**src/rtl/wbq_pkg.sv**
```systemverilog
// Shared sizes and types for the register writeback queue.
package wbq_pkg;

  localparam int WBQ_DEPTH = 4;
  localparam int WBQ_XLEN  = 32;
  localparam int REG_W     = 5;

  typedef logic [REG_W-1:0] reg_idx_t;

  typedef struct packed {
    reg_idx_t              rd;
    logic [WBQ_XLEN-1:0]   data;
  } wbq_entry_t;

endpackage

```
**src/rtl/wbq_match.sv**
```systemverilog
// Youngest-first forwarding search over the occupied queue entries.
module wbq_match
  import wbq_pkg::*;
#(
  parameter  int DEPTH = WBQ_DEPTH,
  parameter  int XLEN  = WBQ_XLEN,
  localparam int PTR_W = $clog2(DEPTH),
  localparam int CNT_W = PTR_W + 1
) (
  input  reg_idx_t         rd_i   [DEPTH],
  input  logic [XLEN-1:0]  data_i [DEPTH],
  input  logic [PTR_W-1:0] head_i,
  input  logic [CNT_W-1:0] count_i,
  input  reg_idx_t         addr_i,
  output logic             hit_o,
  output logic [XLEN-1:0]  data_o
);

  logic [PTR_W-1:0] idx;

  // Walk oldest to youngest so the last match (youngest) wins.
  always_comb begin
    hit_o  = 1'b0;
    data_o = '0;
    idx    = '0;
    for (int i = 0; i < DEPTH; i++) begin
      idx = head_i + PTR_W'(i);
      if (CNT_W'(i) < count_i &&
          addr_i != '0 &&
          rd_i[idx] == addr_i) begin
        hit_o  = 1'b1;
        data_o = data_i[idx];
      end
    end
  end

endmodule

```
**src/rtl/reg_writeback_queue.sv**
```systemverilog
// Pending register-write FIFO with optional read-stage forwarding.
// Forwarding lookups are built only when WBQ_FORWARD_EN is defined.
module reg_writeback_queue
  import wbq_pkg::*;
#(
  parameter  int DEPTH = WBQ_DEPTH,
  parameter  int XLEN  = WBQ_XLEN,
  localparam int PTR_W = $clog2(DEPTH),
  localparam int CNT_W = PTR_W + 1
) (
  input  logic             clk,
  input  logic             rst,
  input  logic             push_valid,
  output logic             push_ready,
  input  logic [REG_W-1:0] push_rd,
  input  logic [XLEN-1:0]  push_data,
  input  logic             rf_grant,
  output logic             rf_we,
  output logic [REG_W-1:0] rf_addr,
  output logic [XLEN-1:0]  rf_wdata,
  input  logic [REG_W-1:0] q1_addr,
  input  logic [REG_W-1:0] q2_addr,
  output logic             q1_hit,
  output logic             q2_hit,
  output logic [XLEN-1:0]  q1_data,
  output logic [XLEN-1:0]  q2_data,
  output logic [CNT_W-1:0] count
);

  logic [PTR_W-1:0] head_q, head_d;
  logic [PTR_W-1:0] tail_q, tail_d;
  logic [CNT_W-1:0] count_q, count_d;

  reg_idx_t        rd_q   [DEPTH];
  reg_idx_t        rd_d   [DEPTH];
  logic [XLEN-1:0] data_q [DEPTH];
  logic [XLEN-1:0] data_d [DEPTH];

  logic push_en;
  logic pop;

  assign push_ready = (count_q != CNT_W'(DEPTH));
  assign rf_we      = (count_q != '0) && rf_grant;
  assign pop        = rf_we;
  // x0 writes complete the handshake but are dropped here.
  assign push_en    = push_valid && push_ready &&
                      (push_rd != '0);

  assign rf_addr  = rd_q[head_q];
  assign rf_wdata = data_q[head_q];
  assign count    = count_q;

  always_comb begin
    head_d  = head_q;
    tail_d  = tail_q;
    count_d = count_q;
    rd_d    = rd_q;
    data_d  = data_q;
    if (push_en) begin
      rd_d[tail_q]   = push_rd;
      data_d[tail_q] = push_data;
      tail_d         = tail_q + PTR_W'(1);
    end
    if (pop) begin
      head_d = head_q + PTR_W'(1);
    end
    unique case ({push_en, pop})
      2'b10:   count_d = count_q + CNT_W'(1);
      2'b01:   count_d = count_q - CNT_W'(1);
      default: count_d = count_q;
    endcase
  end

  always_ff @(posedge clk or posedge rst) begin
    if (rst) begin
      head_q  <= '0;
      tail_q  <= '0;
      count_q <= '0;
    end else begin
      head_q  <= head_d;
      tail_q  <= tail_d;
      count_q <= count_d;
    end
  end

  // Payload storage is left unreset; count gates validity.
  always_ff @(posedge clk) begin
    rd_q   <= rd_d;
    data_q <= data_d;
  end

`ifdef WBQ_FORWARD_EN
  wbq_match #(
    .DEPTH (DEPTH),
    .XLEN  (XLEN)
  ) u_match_q1 (
    .rd_i    (rd_q),
    .data_i  (data_q),
    .head_i  (head_q),
    .count_i (count_q),
    .addr_i  (q1_addr),
    .hit_o   (q1_hit),
    .data_o  (q1_data)
  );

  wbq_match #(
    .DEPTH (DEPTH),
    .XLEN  (XLEN)
  ) u_match_q2 (
    .rd_i    (rd_q),
    .data_i  (data_q),
    .head_i  (head_q),
    .count_i (count_q),
    .addr_i  (q2_addr),
    .hit_o   (q2_hit),
    .data_o  (q2_data)
  );
`else
  logic unused_lookup;
  assign unused_lookup = ^{q1_addr, q2_addr};
  assign q1_hit  = 1'b0;
  assign q2_hit  = 1'b0;
  assign q1_data = '0;
  assign q2_data = '0;
`endif

endmodule

```
**config.mk**
```make
export PLATFORM = sky130hd
export DESIGN_NAME = reg_writeback_queue
export DESIGN_NICKNAME = d
export VERILOG_FILES = /design/src/rtl/wbq_pkg.sv /design/src/rtl/wbq_match.sv /design/src/rtl/reg_writeback_queue.sv
export SDC_FILE = /design/constraint.sdc
export NUM_CORES = 1
export LEC_CHECK = 0
export CAP_MARGIN = 20
export CORE_MARGIN = 3
export CORE_UTILIZATION = 49
export CTS_CLUSTER_DIAMETER = 100
export CTS_CLUSTER_SIZE = 25
export DETAILED_ROUTE_END_ITERATION = 10
export GPL_ROUTABILITY_DRIVEN = 0
export PLACE_DENSITY_LB_ADDON = 0.08
export SLEW_MARGIN = 25
export SYNTH_ARGS = -nofsm -noshare
export SYNTH_HDL_FRONTEND = slang
export SYNTH_HIERARCHICAL = 1
export SYNTH_SLANG_ARGS = --single-unit
```
**constraint.sdc**
```tcl
create_clock -name clk -period 2.8 [get_ports clk]
set_clock_uncertainty 0.05 [all_clocks]
set_input_delay 0.42 -clock clk [delete_from_list [all_inputs] [get_ports clk]]
set_output_delay 0.42 -clock clk [all_outputs]
set_load 0.01 [all_outputs]
```
# Word level (Yosys, flattened, before mapping)
# Cells that the tools add are included.
# totals
elab_cells	43
ff_bits	155
output_inout_bits	108
input_bits	51
# op_classes
n_mux	13
bitwise_logic	2
n_addsub	4
eq_ne	3
order_cmp	3
reduce_logical	7
# ops
cell	count
128-bit bitwise mux	1
32-bit 2-to-1 mux	3
32-bit binary-select mux with 2-bit select	1
32-bit demux with 2-bit select	1
20-bit bitwise mux	1
5-bit 2-to-1 mux	3
5-bit binary-select mux with 2-bit select	1
5-bit demux with 2-bit select	1
3-bit greater-or-equal comparator (second input constant)	2
2-bit NOT with 3-bit output	2
3-bit case mux with 2 select lines	1
5-bit nonzero test	1
2-bit by 1-bit adder with 2-bit output (second input constant)	2
1-bit logical AND	4
3-bit by 1-bit adder with 3-bit output (second input constant)	1
3-bit by 1-bit < comparator with 1-bit output (second input constant)	1
3-bit inequality test (second input constant)	1
3-bit nonzero test	1
3-bit by 1-bit subtractor with 3-bit output (second input constant)	1
2-bit by 1-bit equality test with 1-bit output (second input constant)	1
2-bit equality test (second input constant)	1
2-bit nonzero test	1

# Depth between registers and ports, before layout
# depth
word_depth	6
depth_mapped	9
mapped_depth_nobuf	9

# Least setup slack after synthesis
# Ideal clock, no wire load.
# synth_path
path_type	input to register
start	input port push_rd[0]
end	register count_q[2] (netlist: count[2])
n_path_buf	0
path_slack_ps	468
arrival_time_ps	2203
cell_stages	9
setup_ps	79
required_ps	2671
cell_sequence	or4_4 o211a_4 inv_1 ha_1 inv_1 fa_1 xor2_1 nor2_1 xor2_1
# synth_via
elab_chain_cells	4
word_cells_on_any_way	6
classes_between	eq/ne: 2; mux: 1; reduce/logical: 3
# synth_rtl
item	line	text
start: declaration	reg_writeback_queue.sv:15	input logic [REG_W-1:0] push_rd,
5-bit nonzero test (*)	reg_writeback_queue.sv:47	(push_rd != '0);
1-bit logical AND (*)	reg_writeback_queue.sv:46	assign push_en = push_valid && push_ready &&
2-bit by 1-bit equality test with 1-bit output / 2-bit equality test (equally long branches)	reg_writeback_queue.sv:67	unique case ({push_en, pop})
3-bit case mux with 2 select lines / 2-bit nonzero test (equally long branches)	--	
end signal: assignment	reg_writeback_queue.sv:82	count_q <= count_d;
end: declaration	reg_writeback_queue.sv:32	logic [CNT_W-1:0] count_q, count_d;
# Mark *: on every way between the ends. The rest lies on a longest branch, timed or not.
# A chain may end at the register's enable or synchronous reset.

# Final worst setup path
# layout_path
start	register head_q[0]
end	output port rf_wdata[30]
# layout_via
elab_chain_cells	4
# layout_rtl
item	line	text
start: declaration	reg_writeback_queue.sv:30	logic [PTR_W-1:0] head_q, head_d;
start signal: assignment	reg_writeback_queue.sv:76	head_q <= '0;
start signal: assignment	reg_writeback_queue.sv:80	head_q <= head_d;
2-bit NOT with 3-bit output (implied by the code)	reg_writeback_queue.sv:50	assign rf_wdata = data_q[head_q];
32-bit binary-select mux with 2-bit select	reg_writeback_queue.sv:50	
32-bit 2-to-1 mux (implied by the code) (2 in series)	reg_writeback_queue.sv:50	
end: declaration	reg_writeback_queue.sv:20	output logic [XLEN-1:0] rf_wdata,
# Every way passes these cells. The select of a mux whose other input is x is not followed.

==> results.md <==
- The arrival time reported for the critical path endpoint is 2200 ps.
- The time the final worst path needs with I/O delays and setup is 2670 ps.
- The relative area change from synthesis to final layout is 25.2%.
- Of all nets on the critical path, the largest fanout is 15.
- After the flow finishes, the layout carries non-filler instances totaling 589.
- The cell with the largest stage delay on the worst path is sky130_fd_sc_hd__mux4_2.
- The worst setup path is launched from a flip-flop.
- The gate count of the mapped netlist is between 200 and 300.
- The deepest level of the CTS H-tree is 4.
- The number of buffers inserted to repair setup after CTS is 0.
- The number of antenna violations at the first check in global routing is 0.
- Across the run, the number of max-cap violations was 0.
- The run finished with clean final reports.
- At the later pin of the worst-skew pair, clock insertion delay measures approximately 410 ps.
- The post-layout worst setup margin is 132 ps.
- Counting tap cells, the placed design contains a total of 557 instances.
- Together, buffers and inverters on the worst path number 2.
- The area fraction in compound gates after synthesis was 0.00420.
- The total CTS buffers is 17.
- The portion of total power attributed to combinational logic is 0.336.
- Measured along the x axis, the die boundary spans between 100 and 150 µm.
- The worst flop-to-flop path startpoint is count[0]$_DFFE_PP0P_.
- The total of endpoints with negative setup slack in the final report is 0.
- IR analysis of the VDD net gives a maximum drop of slightly above 0.5 mV.
- Setup repair after global routing left no endpoint under its margin.
- For this run, the register share of the synthesized area comes to 0.738.
- The share of post-route cells with drive strength above 1 is 0.228.
- The fill cell total of the finished layout is slightly below 900.
- The clock sink total is between 150 and 200.
- The total number of yosys warnings is 6.
- The library cells used most frequently in the layout, excluding fill and tap cells, are 148 x sky130_fd_sc_hd__edfxtp_1, 82 x sky130_fd_sc_hd__clkdlybuf4s50_1, 66 x sky130_fd_sc_hd__conb_1.
- The count of vias placed by the detailed router is 2776.
- The upper clock frequency limit is 0.375 GHz.
- The post-route total power is 8230 µW.
- After synthesis, the largest family of logic cells by area is multiplexers.
- Clock-pin slew was measured on the worst setup and hold paths at ~60 ps.
- At the placement stage, the worst setup path has a slack of -16.7 ps.
- The internal power of the cells totals 5990 µW.
- In the finished design, the share of the clock period the worst path needs comes to 0.953.
- The global-route usage over all layers is 0.158.
- The setup path with the least slack is of type flip-flop to output port.
- The portion of synthesized area spent on multiplexers is 0.137.
- Detailed placement ended at an HPWL of 6.83 mm.
- The floorplan step defined a die boundary enclosing 14200 µm².
- The family with the most delay on the worst path is buffers and inverters.
- The first global-routing pass estimated between 15 and 20 mm of wire.
- The max-slew violation total from the final report is 0.
- The worst register-to-register path has a depth of 9.
- In the final layout, the multi-input gates occupy about 1300 µm².
- The cts-stage hold buffer count is 0.
- The count of cells resized by post-cts repair is 0.
- The leakage power total is 0.00276 µW.
- No sink is reached through more buffers than the 2 on the longest clock path.
- The number of global-route vias before repair is a little under 3000.
- From bottom edge to top edge, the die measures approximately 120 µm.
- The clock tree from TritonCTS is built.
- Of the total synthesized cell area, the portion taken by AND, OR, NAND and NOR gates is 0.00879.
- The per-cell routed wire length is 17.9 µm.
- The count of endpoints failing hold in the final timing report is 0.
- The worst setup path is captured at an output port.
- The cell area after technology mapping is 6260 µm².
- Walking the worst path, the cells encountered are buf_4 > mux4_2 > clkdlybuf4s50_1.
- The power density over the cells is 1050 nW/µm².
- The class of the tightest hold or removal check is input pin to asynchronous set/reset pin.
- The per-instance average area after synthesis is ~21 µm².
- Of the total power, the share spent switching nets is 0.272.
- The share of synthesized cell area in full adder, half adder and majority cells is 0.0132.
- The worst reg-to-reg setup slack is 520 ps.
- The share of total power dissipated in sequential elements is 0.388.
- The share of total power dissipated in the clock network is 0.276.
- The total number of placement rows is 40.
- The critical register-to-register path endpoint is count[2]$_DFFE_PP0P_.
- around 160 I/O pins were placed.
- After global routing the overflow that remains totals 0.
- On the worst path, the slowest cell contributes a delay of 580 ps.
- In this run the tool buffered the top-level ports with 82 buffer cells.
- The routed wire length is 10.5 mm.
- Counting flops and latches in the post-synthesis netlist gives 155.
- The ratio of routed vias to standard cells is 4.71.
- The clock root buffer master is sky130_fd_sc_hd__clkbuf_16.
- The total cell area at the placement stage is 7240 µm².
- The count of distinct cell types in the synthesized netlist is 23.
- Of the total synthesized cell area, the portion taken by XOR and XNOR cells is 0.00839.
- Registers take 4620 µm².
- The count of antenna-violating nets left after detailed routing is 0.
- The net count of the finished layout is 465.
- The starting DRC count in detailed routing is around 200.
- The most common cell after layout, fill and taps aside is sky130_fd_sc_hd__edfxtp_1.
- The pin count of the biggest net entering global routing is 25.
- After detailed routing, the number of remaining DRC violations is 0.
- Summed over all nets, the switching power comes to 2240 µW.
- Before antenna repair, the detailed router went through 4 iterations.
- The core region is 12300 µm².
- The initial utilization of the core area, before any placement, comes to 0.511.
- Data on the critical path is required at its endpoint by 2330 ps.
- The number of antenna diodes in the final layout is 0.
- After routing the design area is 7840 µm².
-- per-layer routing --
layer  part of all wire  GRT usage  up-vias  wire (µm)
li1                   -          -     1258          -
met2               0.52      0.259       96       5450
met3              0.061     0.0499       15        647
met5                  0          0        -          0
met1               0.40      0.189     1407       4180
met4              0.023     0.0818        0        247
-- worst reg2reg max path, delay by kind of cell (launching register included) --
| family | cells | cell delay, ps |
|---|---|---|
| buf+inv | 2 | 110 |
| flops | 1 | 430 |
| simple gates | 2 | 620 |
| xor+xnor | 2 | 300 |
| compound gates | 1 | 160 |
| fa+ha+maj | 2 | 530 |
-- synthesized netlist by cell type --
cell type | n | share of area
sky130_fd_sc_hd__and2_2 | 2 | 0.0024
sky130_fd_sc_hd__mux2i_1 | 1 | 0.0016
sky130_fd_sc_hd__or3b_2 | 1 | 0.0014
sky130_fd_sc_hd__buf_4 | 67 | 0.080
sky130_fd_sc_hd__buf_2 | 5 | 0.0040
sky130_fd_sc_hd__buf_1 | 1 | 0.00060
sky130_fd_sc_hd__xor2_1 | 3 | 0.0042
sky130_fd_sc_hd__dfrtp_1 | 7 | 0.028
sky130_fd_sc_hd__o211a_4 | 1 | 0.0028
sky130_fd_sc_hd__inv_1 | 7 | 0.0042
sky130_fd_sc_hd__fa_1 | 1 | 0.0032
sky130_fd_sc_hd__mux2_4 | 1 | 0.0024
sky130_fd_sc_hd__nand2_1 | 1 | 0.00060
sky130_fd_sc_hd__conb_1 | 1 | 0.00060
sky130_fd_sc_hd__and2_1 | 2 | 0.0020
sky130_fd_sc_hd__xnor2_1 | 3 | 0.0042
sky130_fd_sc_hd__ha_1 | 5 | 0.010
sky130_fd_sc_hd__o31a_1 | 1 | 0.0014
sky130_fd_sc_hd__nor2_1 | 1 | 0.00060
sky130_fd_sc_hd__edfxtp_1 | 148 | 0.71
sky130_fd_sc_hd__or4_4 | 1 | 0.0018
sky130_fd_sc_hd__clkbuf_1 | 1 | 0.00060
sky130_fd_sc_hd__mux4_2 | 37 | 0.13
-- state kept, by name, summed over array words and instances (netlist names) --
name,cells
head_q,2
data_q,128
tail_q,2
count,3
rd_q,20
-- layout make-up --
cell class / count / area share
timing repair buffer: 100 / 0.135
clock inverter: 15 / 0.0217
inverter: 7 / 0.00335
clock buffer: 17 / 0.0543
sequential: 155 / 0.590
tap: 168 / 0.0268
multi-input combinational: 127 / 0.169
-- power groups by stage --
stage               registers [µW]  logic [µW]  clock network (µW)
floorplan                     3210        1540                   0
global placement              3220        2810                   0
detailed placement            3250        2830                   0
CTS                           3200        2840                2320
global route                  3240        2990                2420
finish                        3190        2760                2280
-- worst max path at each step --
stage                                      from                    to  cells after the start
final                     head_q[0]$_DFFE_PP0P_          rf_wdata[30]                      3
after global routing      head_q[0]$_DFFE_PP0P_            rf_addr[3]                      3
after CTS                 head_q[0]$_DFFE_PP0P_          rf_wdata[30]                      3
after detailed placement             push_rd[0]  count[2]$_DFFE_PP0P_                     10
after global placement               push_rd[0]  count[2]$_DFFE_PP0P_                     10
after floorplan                      push_rd[0]  count[2]$_DFFE_PP0P_                      9
-- per-stage QoR --
step	hold WS, ps	setup TNS (ps)	util
final	212	0	0.639
after floorplan	173	0	-
after CTS	205	0	0.639
after global placement	464	0	0.590
after global routing	230	0	0.639
after detailed placement	468	-16.7	0.590
-- cell families after synthesis --
kind of cell / Yosys count
AOI/OAI and AO/OA: 2
xor gates and xnor gates: 6
adders and majority gates: 6
buffers and inverters: 81
DFF: 155
muxes: 39
other: 1
and+or+nand+nor: 8
(Power assumes the default switching activity.)
